===== src/rtl/vector_addr_gen_pkg.sv =====
`default_nettype none
// ============================================================================
// Module  : vector_addr_gen_pkg
// Brief   : Shared types and default sizing for the CIM address generator.
// Revision: 1.0 - initial release
// ============================================================================
package vector_addr_gen_pkg;

    localparam int c_NUM_BANKS = 4;
    localparam int c_BANK_SIZE = 14336;
    localparam int c_MAX_LEN   = 64;
    localparam int c_ADDR_W    = $clog2(c_NUM_BANKS * c_BANK_SIZE);
    localparam int c_LEN_W     = $clog2(c_MAX_LEN + 1);
    localparam int c_BANK_W    = $clog2(c_NUM_BANKS);
    localparam int c_OFF_W     = $clog2(c_BANK_SIZE);

    typedef logic [c_ADDR_W-1:0] FlatAddr_t;
    typedef logic [c_LEN_W-1:0]  VectorLen_t;

    typedef enum logic {
        SINGLE_WIDTH = 1'b0,
        DOUBLE_WIDTH = 1'b1
    } DataWidth_t;

    typedef enum logic {
        FIRST_HALF  = 1'b0,
        SECOND_HALF = 1'b1
    } HalfSelect_t;

    typedef enum logic [1:0] {
        IDLE = 2'd0,
        RUN  = 2'd1,
        DONE = 2'd2
    } AddrGenState_t;

endpackage
`default_nettype wire


===== src/rtl/vector_addr_gen_if.sv =====
`default_nettype none
// ============================================================================
// Module  : vector_addr_gen_if
// Brief   : Handshaked beat stream from the address generator to the banks.
// Revision: 1.0 - initial release
// ============================================================================
interface vector_addr_gen_if
    import vector_addr_gen_pkg::*;
#(
    parameter int ADDR_W = c_ADDR_W,
    parameter int BANK_W = c_BANK_W,
    parameter int OFF_W  = c_OFF_W
);
    logic              out_valid;
    logic              out_ready;
    logic [ADDR_W-1:0] out_flat;
    logic [BANK_W-1:0] out_bank;
    logic [OFF_W-1:0]  out_bank_addr;
    HalfSelect_t       out_half;
    logic              out_last;

    modport master (
        output out_valid, out_flat, out_bank, out_bank_addr, out_half, out_last,
        input  out_ready
    );

    modport slave (
        input  out_valid, out_flat, out_bank, out_bank_addr, out_half, out_last,
        output out_ready
    );
endinterface
`default_nettype wire


===== src/rtl/vector_addr_gen_bank_decoder.sv =====
`default_nettype none
// ============================================================================
// Module  : vector_addr_gen_bank_decoder
// Brief   : Comparator chain mapping a flat word address to (bank, offset).
// Revision: 1.0 - initial release
// ============================================================================
module vector_addr_gen_bank_decoder
    import vector_addr_gen_pkg::*;
#(
    parameter int NUM_BANKS = c_NUM_BANKS,
    parameter int BANK_SIZE = c_BANK_SIZE,
    parameter int ADDR_W    = c_ADDR_W,
    parameter int BANK_W    = c_BANK_W,
    parameter int OFF_W     = c_OFF_W
) (
    input  logic [ADDR_W-1:0] flat_i,
    output logic [BANK_W-1:0] bank_o,
    output logic [OFF_W-1:0]  offset_o
);
    // Later banks override earlier ones, leaving the largest b with b*BANK_SIZE <= flat.
    always_comb begin
        bank_o   = '0;
        offset_o = flat_i[OFF_W-1:0];
        for (int b = 1; b < NUM_BANKS; b++) begin
            if (flat_i >= ADDR_W'(b * BANK_SIZE)) begin
                bank_o   = BANK_W'(b);
                offset_o = OFF_W'(flat_i - ADDR_W'(b * BANK_SIZE));
            end
        end
    end
endmodule
`default_nettype wire


===== src/rtl/vector_addr_gen.sv =====
`default_nettype none
// ============================================================================
// Module  : vector_addr_gen
// Brief   : Strided 1-D/2-D bank-decoded address stream for the CIM banks.
// Revision: 1.0 - initial release
// ============================================================================
module vector_addr_gen
    import vector_addr_gen_pkg::*;
#(
    parameter int NUM_BANKS = 4,
    parameter int BANK_SIZE = 14336,
    parameter int MAX_LEN   = 64,
    parameter int ADDR_W    = $clog2(NUM_BANKS * BANK_SIZE)
) (
    input  logic                         clk,
    input  logic                         rst,
    input  logic                         start_i,
    input  logic [ADDR_W-1:0]            base_addr_i,
    input  logic [$clog2(MAX_LEN+1)-1:0] len_i,
    input  logic [ADDR_W-1:0]            stride_in_i,
    input  logic [$clog2(MAX_LEN+1)-1:0] outer_cnt_i,
    input  logic [ADDR_W-1:0]            stride_out_i,
    input  DataWidth_t                   width_i,
    vector_addr_gen_if.master            beat_o,
    output logic                         busy_o,
    output logic                         done_o,
    output logic                         err_oob_o
);
    localparam int c_LEN_W  = $clog2(MAX_LEN + 1);
    localparam int c_BANK_W = $clog2(NUM_BANKS);
    localparam int c_OFF_W  = $clog2(BANK_SIZE);
    // Two guard bits so an in-range address plus a doubled stride cannot wrap.
    localparam int c_CALC_W = ADDR_W + 2;
    localparam logic [c_CALC_W-1:0] c_LIMIT   = c_CALC_W'(NUM_BANKS * BANK_SIZE);
    localparam logic [c_LEN_W-1:0]  c_LEN_ONE = c_LEN_W'(1);
    localparam logic [c_LEN_W-1:0]  c_LEN_TWO = c_LEN_W'(2);

    AddrGenState_t       state_q, state_d;
    logic [ADDR_W-1:0]   row_q, row_d, elem_q, elem_d, ostride_q, ostride_d;
    logic [ADDR_W:0]     estride_q, estride_d;
    logic [c_LEN_W-1:0]  len_q, len_d, outer_q, outer_d, k_q, k_d, r_q, r_d;
    DataWidth_t          width_q, width_d;
    logic                err_q, err_d;
    logic                valid_q, valid_d, last_q, last_d;
    logic [ADDR_W-1:0]   flat_q, flat_d;
    logic [c_BANK_W-1:0] bank_q, bank_d;
    logic [c_OFF_W-1:0]  off_q, off_d;
    HalfSelect_t         half_q, half_d;

    logic                w_load, w_last, w_k_end, w_r_end;
    logic [c_CALC_W-1:0] w_addr;
    logic [ADDR_W-1:0]   w_row, w_elem;
    logic [c_LEN_W-1:0]  w_k, w_r;
    HalfSelect_t         w_half;
    logic [c_BANK_W-1:0] w_dec_bank;
    logic [c_OFF_W-1:0]  w_dec_off;

    vector_addr_gen_bank_decoder #(
        .NUM_BANKS (NUM_BANKS),
        .BANK_SIZE (BANK_SIZE),
        .ADDR_W    (ADDR_W),
        .BANK_W    (c_BANK_W),
        .OFF_W     (c_OFF_W)
    ) u_bank_decoder (
        .flat_i   (w_addr[ADDR_W-1:0]),
        .bank_o   (w_dec_bank),
        .offset_o (w_dec_off)
    );

    assign w_k_end = (k_q + c_LEN_ONE) == len_q;
    assign w_r_end = (r_q + c_LEN_ONE) == outer_q;

    always_comb begin
        state_d   = state_q;
        row_d     = row_q;
        elem_d    = elem_q;
        estride_d = estride_q;
        ostride_d = ostride_q;
        len_d     = len_q;
        outer_d   = outer_q;
        k_d       = k_q;
        r_d       = r_q;
        width_d   = width_q;
        err_d     = err_q;
        valid_d   = valid_q;
        last_d    = last_q;
        flat_d    = flat_q;
        bank_d    = bank_q;
        off_d     = off_q;
        half_d    = half_q;
        w_load    = 1'b0;
        w_addr    = '0;
        w_row     = row_q;
        w_elem    = elem_q;
        w_k       = k_q;
        w_r       = r_q;
        w_half    = FIRST_HALF;
        w_last    = 1'b0;

        case (state_q)
            IDLE: begin
                if (start_i) begin
                    err_d     = 1'b0;
                    len_d     = len_i;
                    outer_d   = outer_cnt_i;
                    width_d   = width_i;
                    ostride_d = stride_out_i;
                    estride_d = (width_i == DOUBLE_WIDTH) ? {stride_in_i, 1'b0}
                                                          : {1'b0, stride_in_i};
                    if (len_i == '0 || outer_cnt_i == '0) begin
                        state_d = DONE;
                    end else begin
                        w_load = 1'b1;
                        w_addr = c_CALC_W'(base_addr_i);
                        w_row  = base_addr_i;
                        w_elem = base_addr_i;
                        w_k    = '0;
                        w_r    = '0;
                        w_last = (len_i == c_LEN_ONE) && (outer_cnt_i == c_LEN_ONE)
                                 && (width_i == SINGLE_WIDTH);
                    end
                end
            end
            RUN: begin
                if (valid_q && beat_o.out_ready) begin
                    if (width_q == DOUBLE_WIDTH && half_q == FIRST_HALF) begin
                        w_load = 1'b1;
                        w_addr = c_CALC_W'(elem_q) + c_CALC_W'(1);
                        w_half = SECOND_HALF;
                        w_last = w_k_end && w_r_end;
                    end else if (!w_k_end) begin
                        w_load = 1'b1;
                        w_addr = c_CALC_W'(elem_q) + c_CALC_W'(estride_q);
                        w_elem = w_addr[ADDR_W-1:0];
                        w_k    = k_q + c_LEN_ONE;
                        w_last = (width_q == SINGLE_WIDTH) && w_r_end
                                 && ((k_q + c_LEN_TWO) == len_q);
                    end else if (!w_r_end) begin
                        w_load = 1'b1;
                        w_addr = c_CALC_W'(row_q) + c_CALC_W'(ostride_q);
                        w_row  = w_addr[ADDR_W-1:0];
                        w_elem = w_addr[ADDR_W-1:0];
                        w_k    = '0;
                        w_r    = r_q + c_LEN_ONE;
                        w_last = (width_q == SINGLE_WIDTH) && (len_q == c_LEN_ONE)
                                 && ((r_q + c_LEN_TWO) == outer_q);
                    end else begin
                        state_d = DONE;
                        valid_d = 1'b0;
                        last_d  = 1'b0;
                    end
                end
            end
            DONE:    state_d = IDLE;
            default: state_d = IDLE;
        endcase

        // Out-of-range beats are never presented; the sequence aborts instead.
        if (w_load) begin
            if (w_addr >= c_LIMIT) begin
                err_d   = 1'b1;
                state_d = DONE;
                valid_d = 1'b0;
                last_d  = 1'b0;
            end else begin
                state_d = RUN;
                valid_d = 1'b1;
                flat_d  = w_addr[ADDR_W-1:0];
                bank_d  = w_dec_bank;
                off_d   = w_dec_off;
                half_d  = w_half;
                last_d  = w_last;
                row_d   = w_row;
                elem_d  = w_elem;
                k_d     = w_k;
                r_d     = w_r;
            end
        end
    end

    always_ff @(posedge clk) begin
        if (rst) begin
            state_q   <= IDLE;
            row_q     <= '0;
            elem_q    <= '0;
            estride_q <= '0;
            ostride_q <= '0;
            len_q     <= '0;
            outer_q   <= '0;
            k_q       <= '0;
            r_q       <= '0;
            width_q   <= SINGLE_WIDTH;
            err_q     <= 1'b0;
            valid_q   <= 1'b0;
            last_q    <= 1'b0;
            flat_q    <= '0;
            bank_q    <= '0;
            off_q     <= '0;
            half_q    <= FIRST_HALF;
        end else begin
            state_q   <= state_d;
            row_q     <= row_d;
            elem_q    <= elem_d;
            estride_q <= estride_d;
            ostride_q <= ostride_d;
            len_q     <= len_d;
            outer_q   <= outer_d;
            k_q       <= k_d;
            r_q       <= r_d;
            width_q   <= width_d;
            err_q     <= err_d;
            valid_q   <= valid_d;
            last_q    <= last_d;
            flat_q    <= flat_d;
            bank_q    <= bank_d;
            off_q     <= off_d;
            half_q    <= half_d;
        end
    end

    assign beat_o.out_valid     = valid_q;
    assign beat_o.out_flat      = flat_q;
    assign beat_o.out_bank      = bank_q;
    assign beat_o.out_bank_addr = off_q;
    assign beat_o.out_half      = half_q;
    assign beat_o.out_last      = last_q;
    assign busy_o               = (state_q != IDLE);
    assign done_o               = (state_q == DONE);
    assign err_oob_o            = err_q;
endmodule
`default_nettype wire


===== src/flat_wrapper.sv =====
// flat-port wrapper written by rule: the top's interface ports become plain ports
module vector_addr_gen_flat import vector_addr_gen_pkg::*;
#(
    parameter int NUM_BANKS = 4,
    parameter int BANK_SIZE = 14336,
    parameter int MAX_LEN   = 64,
    parameter int ADDR_W    = $clog2(NUM_BANKS * BANK_SIZE)
)
  (clk, rst, start_i, base_addr_i, len_i, stride_in_i, outer_cnt_i, stride_out_i, width_i, busy_o, done_o, err_oob_o, beat_o_out_valid, beat_o_out_flat, beat_o_out_bank, beat_o_out_bank_addr, beat_o_out_half, beat_o_out_last, beat_o_out_ready);
  vector_addr_gen_if #(.ADDR_W(ADDR_W), .BANK_W(2), .OFF_W(14)) beat_o_i ();
  input  logic clk;
  input  logic rst;
  input  logic start_i;
  input  logic [ADDR_W-1:0] base_addr_i;
  input  logic [$clog2(MAX_LEN+1)-1:0] len_i;
  input  logic [ADDR_W-1:0] stride_in_i;
  input  logic [$clog2(MAX_LEN+1)-1:0] outer_cnt_i;
  input  logic [ADDR_W-1:0] stride_out_i;
  input  DataWidth_t width_i;
  output logic busy_o;
  output logic done_o;
  output logic err_oob_o;
  output wire logic [$bits(beat_o_i.out_valid)-1:0] beat_o_out_valid;
  output wire logic [$bits(beat_o_i.out_flat)-1:0] beat_o_out_flat;
  output wire logic [$bits(beat_o_i.out_bank)-1:0] beat_o_out_bank;
  output wire logic [$bits(beat_o_i.out_bank_addr)-1:0] beat_o_out_bank_addr;
  output wire logic [$bits(beat_o_i.out_half)-1:0] beat_o_out_half;
  output wire logic [$bits(beat_o_i.out_last)-1:0] beat_o_out_last;
  input wire logic [$bits(beat_o_i.out_ready)-1:0] beat_o_out_ready;
  assign beat_o_out_valid = beat_o_i.out_valid;
  assign beat_o_out_flat = beat_o_i.out_flat;
  assign beat_o_out_bank = beat_o_i.out_bank;
  assign beat_o_out_bank_addr = beat_o_i.out_bank_addr;
  assign beat_o_out_half = beat_o_i.out_half;
  assign beat_o_out_last = beat_o_i.out_last;
  assign beat_o_i.out_ready = beat_o_out_ready;
  vector_addr_gen #(.NUM_BANKS(NUM_BANKS), .BANK_SIZE(BANK_SIZE), .MAX_LEN(MAX_LEN), .ADDR_W(ADDR_W)) u_core (.clk(clk), .rst(rst), .start_i(start_i), .base_addr_i(base_addr_i), .len_i(len_i), .stride_in_i(stride_in_i), .outer_cnt_i(outer_cnt_i), .stride_out_i(stride_out_i), .width_i(width_i), .beat_o(beat_o_i), .busy_o(busy_o), .done_o(done_o), .err_oob_o(err_oob_o));
endmodule

===== config.mk =====
export PLATFORM = sky130hd
export DESIGN_NAME = vector_addr_gen_flat
export DESIGN_NICKNAME = d
export VERILOG_FILES = /design/src/rtl/vector_addr_gen_pkg.sv /design/src/rtl/vector_addr_gen_if.sv /design/src/rtl/vector_addr_gen_bank_decoder.sv /design/src/rtl/vector_addr_gen.sv /design/src/flat_wrapper.sv
export SDC_FILE = /design/constraint.sdc
export NUM_CORES = 1
export LEC_CHECK = 0
export CAP_MARGIN = 10
export CORE_MARGIN = 1
export CORE_UTILIZATION = 50
export CTS_CLUSTER_SIZE = 30
export DETAILED_ROUTE_END_ITERATION = 8
export PLACE_DENSITY = 0.77
export SLEW_MARGIN = 20
export SYNTH_ARGS = -nofsm -noshare
export SYNTH_HDL_FRONTEND = slang
export SYNTH_SLANG_ARGS = --single-unit

===== constraint.sdc =====
create_clock -name clk -period 13.9 [get_ports clk]
set_input_delay 4.17 -clock clk [delete_from_list [all_inputs] [get_ports clk]]
set_output_delay 4.17 -clock clk [all_outputs]
set_load 0.01 [all_outputs]

== After elaboration in Yosys (flattened, before gate mapping) ==
Cells that the tools add are included.
Cells by class
  add/subtract/negate cells: 10
  multipliers: 0
  divide/modulo/power cells: 0
  order comparisons: 4
  equal/unequal tests: 23
  shift operators: 0
  multiplexer cells: 76
  bitwise operators: 4
  reductions and logical operators: 25
Operator list (count)
  $mux 16: 10
  $mux 18: 5
  $mux 7: 10
  $pmux 16 s2: 2
  $mux 14: 3
  $sub 14x14->14 const B: 3
  $pmux 18 s2: 1
  $mux 1: 29
  $eq 7x7->1: 4
  $pmux 7 s2: 2
  $eq 7x1->1 const B: 3
  $mux 2: 10
  $add 16x17->18: 1
  $ge 18x16->1 const B: 1
  $add 16x1->17 const B: 1
  $add 16x16->17: 1
  $mux 17: 1
  $ge 16x14->1 const B: 1
  $ge 16x15->1 const B: 1
  $ge 16x16->1 const B: 1
  $add 7x1->7 const B: 2
  $add 7x2->7 const B: 2
  $logic_not 7->1: 2
  $ne 3x1->1 const B: 4
  other kinds (18): 42
Word-level totals
  register bits: 132
  latch bits: 0
  bits in writable memories: 0
  bits in read-only memories: 0
  input port bits: 67
  output and inout port bits: 38
  word-level logic and storage cells: 159
  memories: 0

== Depth between registers and ports, before layout ==
Gate-level depths: netlist of the first run.
  depth after elaboration: 11
  mapped depth: 20
  mapped depth without buffers: 19

== Hierarchy ==
From an unflattened synthesis of the first run, not the netlist that was laid out.
Second synthesis, totals
  cells, all modules: 1126
  area, all modules: 8917.3 um^2
Modules (own cells, without submodules)
  vector_addr_gen: times used 1, cells each 1081, area an instance 8525.7 um^2, seq. area each 2642.5 um^2
  vector_addr_gen_bank_decoder: times used 1, cells each 45, area an instance 391.6 um^2, seq. area each 0.0 um^2

== Worst setup path after synthesis of the first run ==
Ideal clock, no wire load.
  path kind: input to register
  start: input port outer_cnt_i[6]
  end: register u_core.off_q[12] (netlist: u_core.beat_o.out_bank_addr[12])
  library setup time: 0.091 ns
  data arrival time: 7.540 ns
  data required time: 13.809 ns
  path slack: 6.269 ns
  stages on the path: 17
  path buffers: 2
  cells stage by stage: nor4_1 > nand2_1 > o22ai_1 > nor2_1 > clkbuf_1 > clkbuf_1 > nand2_1 > o21ai_0 > a211oi_1 > inv_1 > ha_1 > and4b_1 > and4b_1 > o31ai_2 > a221oi_1 > a311o_1 > a311oi_1
Between the ends
  word-level cells in the longest chain between the ends: 9
  elaborated cells on any way between the ends: 20
  those cells by class: add/sub (3); order compare (4); mux (9); bitwise (1); reduce/logical (3)
Ends and longest elaborated chain
  start, declared: RTL line flat_wrapper.sv:17  | input logic [$clog2(MAX_LEN+1)-1:0] outer_cnt_i;
  $logic_not 7->1 *: RTL line vector_addr_gen.sv:110  | if (len_i == '0 || outer_cnt_i == '0) begin
  $logic_or 1x1->1 *: RTL line vector_addr_gen.sv:110
  $mux 16 *: RTL line vector_addr_gen.sv:110
  $mux 18 *: RTL line vector_addr_gen.sv:102  | if (start_i) begin
  $pmux 18 s2 *: RTL line vector_addr_gen.sv:100  | case (state_q)
  net u_core.u_bank_decoder.flat_i[12]: RTL line vector_addr_gen_bank_decoder.sv:16  | input logic [ADDR_W-1:0] flat_i,
  $sub 14x14->14 / $ge 16x14->1 (equally long branches): RTL line vector_addr_gen_bank_decoder.sv:27, vector_addr_gen_bank_decoder.sv:25
  $mux 14 (3 in series): RTL line vector_addr_gen_bank_decoder.sv:25  | if (flat_i >= ADDR_W'(b * BANK_SIZE)) begin
  end signal, assigned: RTL line vector_addr_gen.sv:198  | off_q <= '0;
  end signal, assigned: RTL line vector_addr_gen.sv:216  | off_q <= off_d;
  end, declared: RTL line vector_addr_gen.sv:47  | logic [c_OFF_W-1:0] off_q, off_d;
The timed path passes the listed nets; every way through them passes the cells marked *.
A chain may end at the register's enable or synchronous reset.

== Worst setup path after layout of the first run ==
Same ends and word-level chain as after synthesis.

==> metrics.md, run 1 <==
| Metric | Value |
|---|---|
| Synthesized flop and latch total | `121` |
| Port buffer count | `104` |
| Final Cell Area | `10300 µm²` |
| Cell variety after synth | `87` |
| Worst-margin pin slew | `1.10 ns` |
| Top cell type's share of synthesized area | `28.0%` |
| Net switching power | `479 µW` |
| Setup_tns | `0 ns` |
| Final Slew Violations | `0` |
| Via count | `8739` |
| Gate Count Post-Synth | `1134` |
| Critical Path, Cell by Cell | `clkdlybuf4s50_1 > nor4_1 > nand2_1 > o22ai_1 > nor2_1 > buf_4 > nand2_1 > o21ai_0 > a211oi_1 > inv_1 > ha_1 > and4b_1 > and4b_1 > o31ai_2 > a221oi_1 > a311o_1 > a311oi_1` |
| Worst IR drop on VDD | `87.2 µV` |
| Placed cells | `1389` |
| PostCTS Resize Cnt | `0` |
| Maximum operating frequency | `125 MHz` |
| Clock Skew | `0.00692 ns` |
| GRT Resource Usage Total | `29.6%` |
| Clock power share | `33.6%` |
| Final antenna-violating net count | `0` |
| Tmin final | `7.99 ns` |
| Endpoint type of the worst setup path | `flip-flop` |
| Final Cycle Share | `57.5%` |
| Hold Path Class | `reg2reg` |
| Most frequent cells in the layout | `178 x nand2_1, 121 x dfxtp_1, 108 x a21oi_1, 103 x clkdlybuf4s50_1, 93 x nor2_1` |
| Layout cells sized above 1 | `5.91%` |
| Remaining DRCs | `0` |
| Setup violations, final | `0` |
| Worst EP required | `14.23 ns` |
| Startpoint Class | `input pin` |
| Yosys warning total | `0` |
| Number of flops mapped to enable cells by yosys | `0` |
| Number of fill cells | `1513` |
| P&R area growth vs syn | `18.6%` |
| Setup ws final | `5.91 ns` |
| Initial antenna violation count | `0` |
| Gr ovfl total | `0` |
| Vias in the first global route | `8173` |
| Lkg Pwr | `0.00398 µW` |
| Vias per cell | `6.15` |
| CTS Buf Count | `17` |
| CTS HTree Levels | `4` |
| CTS tree | `yes` |
| Met2 wire len | `11900 µm` |
| CTS Hold Bufs | `0` |
| Die area | `17800 µm²` |
| Sw Ratio | `36.2%` |
| # diodes | `0` |
| Async S/R FF share, synth | `0%` |
| Non-filler instance count after layout | `1421` |
| Top Ports | `105` |
| RSZ-0062 raised after global routing | `no` |
| Max cap viols | `0` |
| Post-CTS Setup Inserts | `0` |
| First-pass detailed-route iteration total | `5` |
| Synth top area cells | `dfxtp_1 28%, nand2_1 7.7%, a21oi_1 6.3%` |
| Post-Syn Area per Cell | `7.62 µm²` |
| Drt wl/cell | `18.2 µm` |
| Top FF cell, synth | `dfxtp_1` |
| Clock transition at the registers of the reported paths | `0.06 ns` |
| Synthesized Nets | `1246` |
| Die height | `133 µm` |
| Slew HR | `26.7%` |
| Clock root buffer | `clkbuf_16` |
| Row count | `47` |
| Combinational power share | `33.9%` |
| Die W | `133 µm` |
| Status | `completed` |
| Largest net degree at the start of global routing | `102` |
| Crit Path Class | `in2reg` |
| Synth Cell Area | `8640 µm²` |
| First-pass GRT wire length | `41700 µm` |
| Sequential fraction of design power | `32.5%` |
| Placed Area | `9670 µm²` |
| Initial DRC Count | `798` |
| Multi-input logic area | `5800 µm²` |
| Clock Path Buffers | `2` |
| Met1 wire length | `11100 µm` |
| Pwr per Cell Area | `129 nW/µm²` |
| Commonest non-fill, non-tap cell in the layout | `nand2_1` |
| Worst-path maximum fanout | `21` |
| Final net count | `1300` |
| GPL Wtd Cong | `0.992` |
| Area leader, netlist | `dfxtp_1` |
| Clock network latency to the later pin of the worst-skew pair | `0.43 ns` |
| CP peak stage delay | `0.76 ns` |
| Final hold violations | `0` |
| WL met3 | `1900 µm` |
| Critical path arrival | `8.33 ns` |
| Final WL | `25900 µm` |
| Max stage delay cell, worst path | `a211oi_1` |
| Hpwl dp | `19000 µm` |
| Sequential cell area | `2420 µm²` |
| Clock Sink Count | `121` |
| Placement Setup Slack | `5.51 ns` |
| Int Power | `844 µW` |
| Highest Signal Layer | `met4` |
| Initial Utilization | `51.7%` |
| Core ar. | `16700 µm²` |
| Seq/Total Area, Yosys | `28.0%` |
-- final cells by class --
| type | count | area share, % |
|---|---|---|
| Sequential cell | 121 | 23.6 |
| Clock inverter | 13 | 1.50 |
| Timing Repair Buffer | 116 | 11.0 |
| Clock buffer | 19 | 4.22 |
| Tap cell | 220 | 2.68 |
| Inverter | 12 | 0.439 |
| Multi-Input combinational cell | 920 | 56.5 |
-- logic make-up (layout without fill, tap and decap cells) --
logic type / Yosys count / after routing / synth area share [%]
buf+inv: 93 / 160 / 5.01
compound gates: 341 / 341 / 26.4
simple gates: 447 / 447 / 24.5
fa+ha+maj: 45 / 45 / 6.69
xor+xnor: 60 / 60 / 6.17
flops: 121 / 121 / 28.0
mux: 27 / 27 / 3.13
-- through the flow --
step,hold WS (ns),util [%],power [µW]
2_1_floorplan,0.436,-,731
3_3_place_gp,0.446,57.9,866
3_5_place_dp,0.457,57.9,874
4_1_cts,0.465,61.4,1320
5_1_grt,0.479,61.4,1390
6_report,0.462,61.4,1320
-- metal layers --
| layer | vias to the layer above | global-route usage, % |
|---|---|---|
| met5 | - | 0 |
| met4 | 0 | 14.9 |
| met3 | 78 | 6.35 |
| met2 | 354 | 47.4 |
| met1 | 4044 | 37.4 |
| li1 | 4263 | - |
-- power groups by stage --
stage	Combinational, µW	Clock, µW	Sequential, µW
final	449	444	430
after global routing	490	463	434
after CTS	442	448	428
after detailed placement	439	0	435
after global placement	431	0	434
after floorplan	306	0	425
-- worst paths after layout --
| path | start | to | slack, ns | depth (start not counted) |
|---|---|---|---|---|
| worst max-delay path | outer_cnt_i[6] | u_core.beat_o.out_bank_addr[12]$_SDFFE_PP0P_ | 5.91 | 17 |
| worst min-delay path | u_core.estride_q[0]$_SDFFE_PP0P_ | u_core.estride_q[0]$_SDFFE_PP0P_ | 0.46 | 2 |
| worst max register to register | u_core.ostride_q[0]$_SDFFE_PP0P_ | u_core.beat_o.out_bank_addr[12]$_SDFFE_PP0P_ | 8.79 | 19 |
| worst min register to register | u_core.estride_q[0]$_SDFFE_PP0P_ | u_core.estride_q[0]$_SDFFE_PP0P_ | 0.46 | 2 |
-- cells in the mapped netlist (all sizes together) (3+ instances only) --
cell / count
a211o: 4
a211oi: 36
a21boi: 4
a21o: 17
a21oi: 109
a221oi: 7
a22oi: 4
a311o: 3
a311oi: 22
a31oi: 19
and2: 13
and3: 14
and4: 4
and4b: 3
buf: 33
clkbuf: 48
dfxtp: 121
ha: 43
inv: 12
mux2i: 27
nand2: 179
nand2b: 12
nand3: 35
nand3b: 6
nand4: 12
nor2: 97
nor2b: 10
nor3: 33
nor4: 8
o2111ai: 5
o211a: 3
o211ai: 8
o21a: 7
o21ai: 53
o22ai: 4
o311a: 4
o31a: 3
o31ai: 6
or2: 4
or3: 11
or4: 4
xnor2: 33
xor2: 27
-- sequential cells by signal, summed over array words and instances, names as in the netlist --
name and count:
u_core.estride_q 17, u_core.elem_q 16, u_core.ostride_q 16, u_core.row_q 16
u_core.beat_o.out_bank_addr 14, u_core.k_q 7, u_core.len_q 7, u_core.outer_q 7
u_core.r_q 7, u_core.beat_o.out_flat 5, u_core.beat_o.out_bank 2, u_core.state_q 2
u_core.beat_o.out_half 1, u_core.beat_o.out_last 1, u_core.beat_o.out_valid 1, u_core.err_oob_o 1
u_core.width_q 1
-- worst max-delay path: cells and delay by family --
| family | cells | cell delay, ns |
|---|---|---|
| AO/OA/AOI/OAI | 7 | 2.12 |
| buffers and inverters | 3 | 0.83 |
| AND/OR/NAND/NOR | 6 | 0.96 |
| adder cells (fa/ha/maj) | 1 | 0.23 |
Note: power is estimated with default switching activity, not from simulation.
==> inputs of run 2 (changes only) <==
Clock period 13.9 ns to 7.4 ns, I/O delays scaled along.
==> run 2 against run 1 <==
First-iteration DRC count rose by 15%. Clock skew fell by 0.0011 ns. Critical path depth fell by 1. Power rose by 94%.
==> metrics.md, run 2 (synthesized netlist as in run 1, its figures left out) <==
| Metric | Value |
|---|---|
| Status | `completed` |
| Row count | `47 (unchanged)` |
| Commonest non-fill, non-tap cell in the layout | `nand2_1` |
| Net switching power | `887 µW (+85%)` |
| Initial DRC Count | `915 (+15%)` |
| CTS Hold Bufs | `0 (unchanged)` |
| Worst-path maximum fanout | `7 (-67%)` |
| Most flops, register | `u_core.estride_q` |
| Initial antenna violation count | `0 (unchanged)` |
| Startpoint Class | `input pin` |
| Vias per cell | `6.13 (-0.25%)` |
| Post-CTS Setup Inserts | `0 (unchanged)` |
| Port buffer count | `104 (unchanged)` |
| Clock Sink Count | `121 (unchanged)` |
| Final WL | `26000 µm (+0.50%)` |
| Final Slew Violations | `0 (unchanged)` |
| CP peak stage delay | `0.75 ns (about the same)` |
| Critical Path, Cell by Cell | `clkdlybuf4s50_1 > nor4_1 > nand2_1 > o22ai_1 > nor2_1 > nand2_1 > o21ai_0 > a211oi_1 > inv_1 > ha_1 > and4b_1 > and4b_1 > o31ai_2 > a221oi_1 > a311o_1 > a311oi_1` |
| Via count | `8711 (-0.32%)` |
| CTS Buf Count | `17 (unchanged)` |
| Clock network latency to the later pin of the worst-skew pair | `0.42 ns (about the same)` |
| Clock transition at the registers of the reported paths | `0.05 ns (about the same)` |
| Clock Path Buffers | `2 (unchanged)` |
| Layout cells sized above 1 | `5.83% (-0.078 points)` |
| Number of fill cells | `1490 (-1.5%)` |
| Pwr per Cell Area | `248 nW/µm² (+93%)` |
| CTS tree | `yes` |
| Sequential cell area | `2420 µm² (unchanged)` |
| GPL Wtd Cong | `0.951 (-4.2%)` |
| Final Cycle Share | `80.1%` |
| Clock Skew | `0.00584 ns (-0.00108 ns)` |
| Gr ovfl total | `0 (unchanged)` |
| Maximum operating frequency | `169 MHz` |
| Die height | `133 µm (unchanged)` |
| Setup violations, final | `0 (unchanged)` |
| Die area | `17800 µm² (unchanged)` |
| Most frequent cells in the layout | `178 x nand2_1, 121 x dfxtp_1, 108 x a21oi_1, 103 x clkdlybuf4s50_1, 93 x nor2_1` |
| Top Ports | `105 (unchanged)` |
| Max cap viols | `0 (unchanged)` |
| GRT Resource Usage Total | `29.7% (+0.11 points)` |
| RSZ-0062 raised after global routing | `no` |
| Critical path arrival | `6.25 ns (-2.08 ns)` |
| First-pass GRT wire length | `41700 µm (+0.18%)` |
| CTS HTree Levels | `4 (unchanged)` |
| Lkg Pwr | `0.00403 µW (+1.1%)` |
| Drt wl/cell | `18.3 µm (+0.57%)` |
| Combinational power share | `32.8% (-1.1 points)` |
| Hold Path Class | `reg2reg` |
| Worst Reg2Reg Path Length in Cells | `15 (-4)` |
| Final antenna-violating net count | `0 (unchanged)` |
| Hold Path Depth | `2 (unchanged)` |
| Vias in the first global route | `8026 (-1.8%)` |
| Worst-margin pin slew | `0.976 ns (-0.124 ns)` |
| Endpoint type of the worst setup path | `flip-flop` |
| Initial Utilization | `51.7% (unchanged)` |
| Worst EP required | `7.73 ns (-6.50 ns)` |
| PostCTS Resize Cnt | `0 (unchanged)` |
| First-pass detailed-route iteration total | `5 (unchanged)` |
| Hpwl dp | `18900 µm (-0.50%)` |
| Largest net degree at the start of global routing | `65 (-36%)` |
| Sw Ratio | `34.6% (-1.6 points)` |
| Final hold violations | `0 (unchanged)` |
| Sequential fraction of design power | `31.5% (-1.0 points)` |
| Setup_tns | `0 ns (unchanged)` |
| Die W | `133 µm (unchanged)` |
| Clock root buffer | `clkbuf_16` |
| Largest register FFs | `17 (unchanged)` |
| Crit Path Class | `in2reg` |
| Multi-input logic area | `5800 µm² (unchanged)` |
| Int Power | `1680 µW (+99%)` |
| P&R area growth vs syn | `19.4%` |
| Slew HR | `34.5% (+7.9 points)` |
| Remaining DRCs | `0 (unchanged)` |
| Clock power share | `35.7% (+2.1 points)` |
| Power Total | `2560 µW (+94%)` |
| Final net count | `1299 (-0.077%)` |
| Worst IR drop on VDD | `194 µV (+120%)` |
| Core ar. | `16700 µm² (unchanged)` |
| # diodes | `0 (unchanged)` |
| Tmin final | `5.92 ns` |
| Max stage delay cell, worst path | `a211oi_1` |
run 2: cell types whose count changed in the layout (fill, tap and decap cells not counted):
cell,change
buf_4,-2
clkinv_4,-1
clkinv_2,-2
clkbuf_8,+6
buf_12,+1
clkinvlp_4,-4
bufinv_16,+1
run 2: final timing paths:
kind | slack, ns | endpoint | from
worst max register to register | 2.19 | u_core.beat_o.out_bank_addr[12]$_SDFFE_PP0P_ | u_core.k_q[0]$_SDFFE_PP0P_
worst max-delay path | 1.48 | u_core.beat_o.out_bank_addr[12]$_SDFFE_PP0P_ | outer_cnt_i[6]
worst min-delay path | 0.45 | u_core.beat_o.out_bank[1]$_SDFFE_PP0P_ | u_core.beat_o.out_bank[1]$_SDFFE_PP0P_
worst min register to register | 0.45 | u_core.beat_o.out_bank[1]$_SDFFE_PP0P_ | u_core.beat_o.out_bank[1]$_SDFFE_PP0P_
run 2: power by group through the flow:
stage	logic [µW]	clock network [µW]	registers, µW
4_1_cts	830	923	805
6_report	841	915	809
2_1_floorplan	576	0	798
3_5_place_dp	822	0	818
3_3_place_gp	812	0	817
5_1_grt	916	958	816
run 2: critical path: cells and delay by family:
| kind | cells | cell delay [ns] |
|---|---|---|
| AOI/OAI and AO/OA | 7 | 2.14 |
| and+or+nand+nor | 6 | 1.04 |
| buffers and inverters | 2 | 0.62 |
| adders and majority gates | 1 | 0.23 |
run 2: area by class of cell:
class	count	area share, %
flip-flops and latches	121	23.5
multi-input cells	920	56.1
clock buffers	25	4.99
repair buffers	115	11.0
clock inverters	7	1.31
inverters	12	0.436
well taps	220	2.67
run 2: stage by stage:
| step | instance area (µm²) | cells | hold slack, ns | util [%] | worst slack [ns] |
|---|---|---|---|---|---|
| after global routing | 10300 | 1420 | 0.484 | 61.8 | 1.09 |
| final | 10300 | 1420 | 0.453 | 61.8 | 1.48 |
| after detailed placement | 9670 | 1388 | 0.449 | 57.9 | 1.10 |
| after floorplan | 8640 | 1134 | 0.436 | - | 1.72 |
| after CTS | 10300 | 1420 | 0.454 | 61.8 | 1.52 |
| after global placement | 9670 | 1388 | 0.446 | 57.9 | 1.15 |
run 2: routing by layer:
| layer | routed length (µm) | vias up | global-route usage (%) |
|---|---|---|---|
| met2 | 12200 | 344 | 48.6 |
| li1 | - | 4274 | - |
| met5 | 0 | - | 0 |
| met4 | 799 | 0 | 12.0 |
| met3 | 1700 | 49 | 5.75 |
| met1 | 11300 | 4044 | 38.2 |
